**src/rtl/spi_pkg.sv**
```systemverilog
// Shared types for the multi-mode SPI master: FSM states, latched mode bits
// and the smallest half-period that still samples miso reliably.
package spi_pkg;

  typedef enum logic [2:0] {IDLE, SETUP, SHIFT, HOLD, GAP} state_t;

  typedef struct packed {
    logic cpol;
    logic cpha;
    logic lsb_first;
  } mode_t;

  // miso crosses a 2-flop synchronizer, so a half-period shorter than this
  // samples stale data.
  localparam int MIN_DIV = 3;

endpackage

```
**src/rtl/spi_halfper_timer.sv**
```systemverilog
// Half-period timer: counts clk cycles and pulses tick on the d-th cycle,
// then restarts. Held at zero while clear is high.
module spi_halfper_timer #(
  parameter int DIV_W = 16
) (
  input  logic             clk,
  input  logic             rst,
  input  logic             clear,
  input  logic [DIV_W-1:0] d,
  output logic             tick
);

  logic [DIV_W-1:0] cnt;

  assign tick = !clear && (cnt == d - DIV_W'(1));

  always_ff @(posedge clk) begin
    if (rst || clear || tick) cnt <= '0;
    else                      cnt <= cnt + DIV_W'(1);
  end

endmodule

```
**src/rtl/spi_master_mc.sv**
```systemverilog
// Parametrised SPI master: all four CPOL/CPHA modes, runtime divider,
// variable length, MSB/LSB-first and one-hot chip selects.
import spi_pkg::*;

module spi_master_mc #(
  parameter int DATA_W = 32,
  parameter int NUM_CS = 4,
  parameter int DIV_W  = 16,
  parameter int LEN_W  = $clog2(DATA_W) + 1,
  parameter int SEL_W  = (NUM_CS > 1) ? $clog2(NUM_CS) : 1
) (
  input  logic              clk,
  input  logic              rst,
  input  logic              start,
  input  logic              cpol,
  input  logic              cpha,
  input  logic              lsb_first,
  input  logic [SEL_W-1:0]  cs_sel,
  input  logic [LEN_W-1:0]  len,
  input  logic [DIV_W-1:0]  div,
  input  logic [DATA_W-1:0] tx_data,
  input  logic              miso,
  output logic [DATA_W-1:0] rx_data,
  output logic              busy,
  output logic              done,
  output logic              sck,
  output logic              mosi,
  output logic [NUM_CS-1:0] cs_n
);

  localparam int IDX_W = $clog2(DATA_W);

  state_t            state_q, state_d;
  mode_t             mode_q;
  logic [LEN_W-1:0]  l_q, bit_cnt, l_in;
  logic [LEN_W:0]    edge_cnt;
  logic [DIV_W-1:0]  d_q, d_in;
  logic [DATA_W-1:0] tx_q, rx_shift;
  logic [NUM_CS-1:0] cs_init;
  logic [IDX_W-1:0]  first_pos;
  logic              miso_s1, miso_s2;
  logic              tick, accept, edge_now, hold_done, sample_now;

  spi_halfper_timer #(.DIV_W(DIV_W)) u_timer (
    .clk   (clk),
    .rst   (rst),
    .clear (state_q == IDLE),
    .d     (d_q),
    .tick  (tick)
  );

  // Clamped transfer parameters and chip-select pattern, taken from the inputs at accept.
  always_comb begin
    l_in      = ((len == '0) || (len > LEN_W'(DATA_W))) ? LEN_W'(DATA_W) : len;
    d_in      = (div == '0) ? DIV_W'(1) : div;
    first_pos = lsb_first ? '0 : IDX_W'(l_in - LEN_W'(1));
    cs_init   = '1;
    for (int i = 0; i < NUM_CS; i++) cs_init[i] = (SEL_W'(i) != cs_sel);
  end

  // Bit k of the transfer maps to this word position in both tx and rx.
  function automatic logic [IDX_W-1:0] bit_pos(input logic [LEN_W-1:0] k);
    return mode_q.lsb_first ? IDX_W'(k) : IDX_W'(l_q - k - LEN_W'(1));
  endfunction

  always_ff @(posedge clk) begin
    if (rst) state_q <= IDLE;
    else     state_q <= state_d;
  end

  // The first SCK edge leaves SETUP; SHIFT then spends one more half-period after the last edge.
  always_comb begin
    state_d   = state_q;
    accept    = 1'b0;
    edge_now  = 1'b0;
    hold_done = 1'b0;
    unique case (state_q)
      IDLE:  if (start) begin accept = 1'b1; state_d = SETUP; end
      SETUP: if (tick) begin edge_now = 1'b1; state_d = SHIFT; end
      SHIFT: if (tick) begin
               if (edge_cnt == {l_q, 1'b0}) state_d = HOLD;
               else                         edge_now = 1'b1;
             end
      HOLD:  if (tick) begin hold_done = 1'b1; state_d = GAP; end
      GAP:   if (tick) state_d = IDLE;
      default: state_d = IDLE;
    endcase
  end

  assign busy       = (state_q != IDLE);
  assign sample_now = edge_now && (~edge_cnt[0] ^ mode_q.cpha);

  always_ff @(posedge clk) begin
    if (rst) begin
      sck      <= 1'b0;
      mosi     <= 1'b0;
      cs_n     <= '1;
      done     <= 1'b0;
      rx_data  <= '0;
      rx_shift <= '0;
      tx_q     <= '0;
      mode_q   <= '0;
      l_q      <= '0;
      d_q      <= DIV_W'(1);
      bit_cnt  <= '0;
      edge_cnt <= '0;
      miso_s1  <= 1'b0;
      miso_s2  <= 1'b0;
    end else begin
      miso_s1 <= miso;
      miso_s2 <= miso_s1;
      done    <= hold_done;
      if (state_q == IDLE) sck <= cpol;
      if (state_q == HOLD) sck <= mode_q.cpol;
      if (accept) begin
        mode_q   <= '{cpol: cpol, cpha: cpha, lsb_first: lsb_first};
        l_q      <= l_in;
        d_q      <= d_in;
        tx_q     <= tx_data;
        cs_n     <= cs_init;
        bit_cnt  <= '0;
        edge_cnt <= '0;
        rx_shift <= '0;
        if (!cpha) mosi <= tx_data[first_pos];
      end
      if (edge_now) begin
        sck      <= ~sck;
        edge_cnt <= edge_cnt + (LEN_W+1)'(1);
        if (sample_now) begin
          rx_shift[bit_pos(bit_cnt)] <= miso_s2;
          if (mode_q.cpha) bit_cnt <= bit_cnt + LEN_W'(1);
        end else if (mode_q.cpha) begin
          mosi <= tx_q[bit_pos(bit_cnt)];
        end else if (bit_cnt != l_q - LEN_W'(1)) begin
          bit_cnt <= bit_cnt + LEN_W'(1);
          mosi    <= tx_q[bit_pos(bit_cnt + LEN_W'(1))];
        end
      end
      if (hold_done) begin
        cs_n    <= '1;
        rx_data <= rx_shift;
      end
    end
  end

endmodule

```
**config.mk**
```make
export PLATFORM = sky130hd
export DESIGN_NAME = spi_master_mc
export DESIGN_NICKNAME = d
export VERILOG_FILES = /design/src/rtl/spi_pkg.sv /design/src/rtl/spi_halfper_timer.sv /design/src/rtl/spi_master_mc.sv
export SDC_FILE = /design/constraint.sdc
export NUM_CORES = 1
export LEC_CHECK = 0
export ABC_AREA = 1
export CORE_MARGIN = 2
export CORE_UTILIZATION = 60
export CTS_CLUSTER_DIAMETER = 150
export DETAILED_ROUTE_END_ITERATION = 6
export MAX_ROUTING_LAYER = met4
export PLACE_DENSITY = 0.84
export SETUP_SLACK_MARGIN = 0.5
export SYNTH_ARGS = -nofsm -noshare
export SYNTH_HDL_FRONTEND = slang
export SYNTH_SLANG_ARGS = --single-unit
```
**constraint.sdc**
```tcl
create_clock -name clk -period 6.37 [get_ports clk]
set_input_delay 0.9555 -clock clk [delete_from_list [all_inputs] [get_ports clk]]
set_output_delay 0.9555 -clock clk [all_outputs]
set_load 0.05 [all_outputs]
```
==> results of run 1 <==
-- worst max-delay path, stage by stage --
cell	delay [ns]
clkdlybuf4s50_1	0.44
nor2_1	0.15
nand3_1	0.13
nand2_1	0.10
nand3_1	0.54
ha_1	0.52
nor2_1	0.48
inv_1	0.29
nand3_1	0.15
nand3_1	0.07
nand3_1	0.10
nand3_1	0.08
nand3_1	0.14
nand2_1	0.07
a21oi_1	0.13
nor2_1	0.05
-- kinds of logic (layout without fill, tap and decap cells) --
logic type / Yosys count / after routing / synth area share
xor+xnor: 36 / 36 / 0.0344
compound gates: 216 / 216 / 0.126
flops: 162 / 162 / 0.354
buf+inv: 215 / 296 / 0.0935
fa+ha+maj: 16 / 16 / 0.0235
simple gates: 785 / 785 / 0.369
-- cell usage in the layout (no fill, tap or decap), types with 12 or more instances in the layout --
master	count
ha_1	14
nor2_1	145
a21oi_1	82
nand3_1	120
nor3_1	15
clkdlybuf4s50_1	101
nand2_1	430
clkbuf_16	17
o21ai_1	19
nand3b_1	12
dfxtp_1	162
xor2_1	25
nand4_1	29
inv_1	148
o21ai_0	88
-- sequential cells by signal, indices dropped and copies added (netlist names) --
| name | cells |
|---|---|
| tx_q | 32 |
| cs_n | 4 |
| done | 1 |
| l_q | 6 |
| mode_q | 3 |
| state_q | 3 |
| d_q | 16 |
| u_timer.cnt | 16 |
| miso_s1 | 1 |
| mosi | 1 |
| miso_s2 | 1 |
| edge_cnt | 7 |
| rx_data | 32 |
| bit_cnt | 6 |
| sck | 1 |
| rx_shift | 32 |
-- worst max path at each step --
stage | end | cells after the start
global placement | mosi$_SDFF_PP0_ | 16
detailed placement | mosi$_SDFF_PP0_ | 16
floorplan | mosi$_SDFF_PP0_ | 16
CTS | mosi$_SDFF_PP0_ | 16
global route | mosi$_SDFF_PP0_ | 16
finish | mosi$_SDFF_PP0_ | 16
-- cell type report --
type                    count  area (µm²)
clock buffers              20         467
repair buffers            108        1060
clock inverters            11         103
inverters                 157         589
flip-flops and latches    162        3240
well taps                 188         235
fillers                  1300        4310
multi-input cells        1053        5080
-- cell usage after synthesis (3+ instances only) --
| master | number |
|---|---|
| nor4_1 | 5 |
| a22oi_1 | 5 |
| a21oi_1 | 82 |
| clkbuf_1 | 38 |
| buf_1 | 3 |
| nor3b_1 | 5 |
| nand3_1 | 121 |
| nand2_1 | 430 |
| nand3b_1 | 12 |
| buf_6 | 3 |
| nand4_1 | 29 |
| o21ai_0 | 88 |
| or2_2 | 6 |
| nor3_1 | 15 |
| buf_4 | 4 |
| buf_2 | 10 |
| o21bai_1 | 5 |
| nor2_2 | 5 |
| ha_1 | 14 |
| xnor2_1 | 11 |
| a211oi_1 | 8 |
| xor2_1 | 25 |
| o22ai_1 | 5 |
| inv_2 | 7 |
| inv_1 | 148 |
| nor2_1 | 145 |
| o21ai_1 | 19 |
| dfxtp_1 | 162 |
-- stage by stage --
| step | cells | utilization |
|---|---|---|
| final | 1699 | 0.715 |
| after CTS | 1699 | 0.715 |
| after global placement | 1668 | 0.677 |
| after detailed placement | 1668 | 0.677 |
| after global routing | 1699 | 0.715 |
| after floorplan | 1430 | - |
-- power by group --
group	switching, mW	leakage, nW	internal, mW
logic	1.13	3.20	0.479
registers	0.115	1.32	1.13
clock network	0.428	0.275	0.568
total	1.68	4.79	2.18
-- routing by layer --
| metal | track usage | share of wire | wire length, µm |
|---|---|---|---|
| met2 | 0.488 | 0.47 | 11200 |
| met5 | - | 0 | 0 |
| met4 | 0.100 | 0.017 | 412 |
| met3 | 0.0427 | 0.065 | 1550 |
| met1 | 0.396 | 0.45 | 10800 |
==> metrics.yaml, run 1 <==
p_leak_nw: 4.79
min_delay_path_depth: 2
worstPathArrival_ns: 4.40
worst_slack_ns: 2.31
hold_slack_ns: 0.405
cp-end-kind: "register"
drcViolationCount: 0
synth_flop_cell: "dfxtp_1"
coreArea_mm2: 0.0151
drt_pre_antenna_iters: 6
cts_buffers: 17
drive_above_1_share: 0.0450
grt_pass1_vias: 8371
criticalPathCategory: "in -> reg"
antenna_found_initial: 0
finalWirelength_um: 23900
ctsHtreeMaxLevel: 4
cts_buffer_depth: 2
postCtsSetupBuffers: 0
die_x_um: 128
grt_pass1_wl_um: 39300
async_flop_share: 0
synth_top_cell_area_share: 0.354
row_count: 45
drt_iter0_markers: 1008
peakVddDrop_mv: 0.270
rsz0062_at_grt: "false"
nets: 1578
required_ns: 6.71
fp.dieArea_mm2: 0.0163
yosys_warnings: 0
syn_inst: 1430
cp_max_fo: 23
dp_slack_ns: 1.91
slew_viol_final: 0
skew_ns: 0.00787
timing.final.crit_share: 0.637
fmax_mhz: 247
cp-start-kind: "input port"
worstHoldPathType: "reg -> reg"
worst-r2r-setup-slack_ns: 2.73
wl_per_cell_um: 14.1
avgSynthCellArea_um2: 6.41
cts_resized: 0
crit_start: "len[0]"
ys_ff_latch: 162
relSlewSlack: 0.189
finalWeightedCongestion: 0.962
tns_ns: 0
tritoncts: "done"
synth-edff-count: 0
final_area_mm2: 0.0108
clock-root-buffer: "clkbuf_16"
ys_types: 43
synth_nets: 1509
layout_min_cycle_time_ns: 4.06
clk_latency_ns: 0.44
hold_violations: 0
p_per_area_mw_per_mm2: 358
grt_max_degree: 83
vias: 9343
syn_to_final_growth_pct: 17.6
num_antenna_cells: 0
outcome: "finished clean"
grt_use_total: 0.304
cap_violations: 0
ios: 103
cts.hold.buffers_added: 0
ys_top_cells_by_area: "dfxtp_1 (35%), nand2_1 (18%), nand3_1 (6.6%)"
yosysTopAreaCell: "dfxtp_1"
drtAntennaViolNets: 0
dpl_cell_area_mm2: 0.0102
overflow: 0
total_power_mw: 3.86
path_clk_slew_ns: 0.06
port_buffers: 102
die_h_um: 128
min_from: "miso_s1$_SDFF_PP0_"
cts_sinks: 162
worst_pin_slew_ns: 1.21
hold_path_end: "miso_s2$_SDFF_PP0_"
rr_endpoint: "mosi$_SDFF_PP0_"
syn_area_mm2: 0.00917
rr_worst_depth: 15
synth_seq_area_share: 0.354
via_per_inst: 5.50
floorplan.initialDensity: 0.607
r2r_start: "bit_cnt[1]$_SDFF_PP0_"
hpwl_um: 16900
setup_viol: 0
Power figures use the tool's default switching activity.
==> run 2, diff against run 1 <==
--- a/config.mk
+++ b/config.mk
@@ -7,11 +7,11 @@
 export LEC_CHECK = 0
 export ABC_AREA = 1
 export CORE_MARGIN = 2
-export CORE_UTILIZATION = 60
+export CORE_UTILIZATION = 57
 export CTS_CLUSTER_DIAMETER = 150
 export DETAILED_ROUTE_END_ITERATION = 6
 export MAX_ROUTING_LAYER = met4
-export PLACE_DENSITY = 0.84
+export PLACE_DENSITY = 0.81
 export SETUP_SLACK_MARGIN = 0.5
 export SYNTH_ARGS = -nofsm -noshare
 export SYNTH_HDL_FRONTEND = slang
==> constraint.sdc (replaced) <==
create_clock -name clk -period 3.8 [get_ports clk]
set_input_delay 0.57 -clock clk [delete_from_list [all_inputs] [get_ports clk]]
set_output_delay 0.57 -clock clk [all_outputs]
set_load 0.05 [all_outputs]
==> metrics.yaml, run 2 (synthesis results as in run 1) <==
num_antenna_cells: 0
drt_iter0_markers: 841
drive_above_1_share: 0.0507
outcome: "finished clean"
drt_pre_antenna_iters: 6
grt_use_total: 0.299
relSlewSlack: 0.446
crit_buf_inv: 2
coreArea_mm2: 0.0158
hpwl_um: 17600
cts.hold.buffers_added: 0
grt_pass1_wl_um: 39700
timing.final.crit_share: 0.786
final_area_mm2: 0.0109
p_leak_nw: 4.85
cap_violations: 0
criticalPathCategory: "reg -> reg"
cp_top_family: "simple AND/OR/NAND/NOR gates"
r2r_start: "l_q[0]$_SDFFE_PP0P_"
use_met3: 0.0574
port_buffers: 102
layout_commonest_cell: "nand2_1"
drcViolationCount: 0
tritoncts: "done"
grt_max_degree: 54
required_ns: 4.10
cp-end-kind: "register"
min_from: "miso_s1$_SDFF_PP0_"
cp_slowest_cell: "dfxtp_1"
tns_ns: 0
row_count: 46
setup_viol: 0
clk_latency_ns: 0.44
dpl_cell_area_mm2: 0.0103
grt_pass1_vias: 8423
vias: 9416
rsz0062_at_grt: "false"
worstPathArrival_ns: 3.28
finalWeightedCongestion: 0.974
fp.dieArea_mm2: 0.0171
ios: 103
hold_slack_ns: 0.420
cp_max_fo: 6
clock-root-buffer: "clkbuf_16"
worst_pin_slew_ns: 0.829
slew_viol_final: 0
crit_chain: "ha_1, inv_1, fa_1, o21a_1, xnor2_1, nand2_1, o21ai_0, nand2_1, nor2_1, inv_1, nor2_1, nand2_1, o21ai_1, nor2_1"
crit_start: "l_q[0]$_SDFFE_PP0P_"
ctsHtreeMaxLevel: 4
largestRegisters: "rx_data (32), rx_shift (32), tx_q (32)"
worst-r2r-setup-slack_ns: 0.81
slowest_delay_ns: 0.41
fmax_mhz: 335
die_x_um: 131
overflow: 0
total_power_mw: 6.58
cts_sinks: 162
use_met1: 0.375
top_usage_layer: "met2"
cp-start-kind: "register"
p_per_area_mw_per_mm2: 602
mostFrequentLayoutCells: "nand2_1 (430), dfxtp_1 (161), inv_1 (148)"
antenna_found_initial: 0
syn_to_final_growth_pct: 19.3
layout_min_cycle_time_ns: 2.99
worstHoldPathType: "reg -> reg"
fill_cells: 1380
cts_buffers: 17
finalWirelength_um: 24500
path_clk_slew_ns: 0.07
hold_violations: 0
floorplan.initialDensity: 0.579
via_per_inst: 5.43
drtAntennaViolNets: 0
wl_per_cell_um: 14.1
met2_usage: 0.483
cts_buffer_depth: 2
nets: 1586
peakVddDrop_mv: 0.431
skew_ns: 0.0101
die_h_um: 131
run 2: changes by cell type in the layout (fill, tap and decap cells not counted), sizes merged:
cell / previous run / this run
buf: 7 / 15
clkinvlp: 3 / 2
bufinv: 1 / 3
inv: 158 / 157
run 2: metal layers:
metal | vias to the layer above | part of all wire
met5 | - | 0
met4 | 0 | 0.024
met3 | 57 | 0.062
met2 | 327 | 0.47
met1 | 4258 | 0.44
li1 | 4774 | -
run 2: layout make-up:
cell class              count  area [µm²]  area share
multi-input cells        1053        5100       0.466
well taps                 216         270      0.0247
clock buffers              20         457      0.0418
repair buffers            116        1120       0.103
flip-flops and latches    162        3240       0.297
clock inverters            11         154      0.0141
inverters                 157         589      0.0539
run 2: per-stage QoR:
step,instances,setup slack [ns],util
finish,1735,0.813,0.691
global route,1735,0.534,0.691
CTS,1735,0.563,0.690
detailed placement,1704,0.591,0.651
global placement,1704,0.766,0.651
floorplan,1430,1.07,-
run 2: power breakdown:
| group | internal, mW | leakage, nW | switching (mW) |
|---|---|---|---|
| Combinational | 0.829 | 3.24 | 1.86 |
| Clock | 1.07 | 0.293 | 0.721 |
| Sequential | 1.90 | 1.32 | 0.199 |
run 2: repair_timing:
item,CTS,global route
setup buffers,0,0
gates resized for setup,0,4
setup endpoints to repair,0,3
run 2: final timing paths:
kind,end,cells past startpoint
worst max-delay path,rx_shift[14]$_SDFF_PP0_,14
worst min-delay path,miso_s2$_SDFF_PP0_,2
worst max register to register,rx_shift[14]$_SDFF_PP0_,14
worst min register to register,miso_s2$_SDFF_PP0_,2
run 2: worst register-to-register path, delay by kind of cell, from the launching register on:
| family | cells | cell delay [ns] |
|---|---|---|
| and+or+nand+nor | 6 | 0.88 |
| xor gates and xnor gates | 1 | 0.14 |
| adders and majority gates | 2 | 0.61 |
| DFF | 1 | 0.41 |
| AOI/OAI and AO/OA | 3 | 0.65 |
| buffers and inverters | 2 | 0.15 |
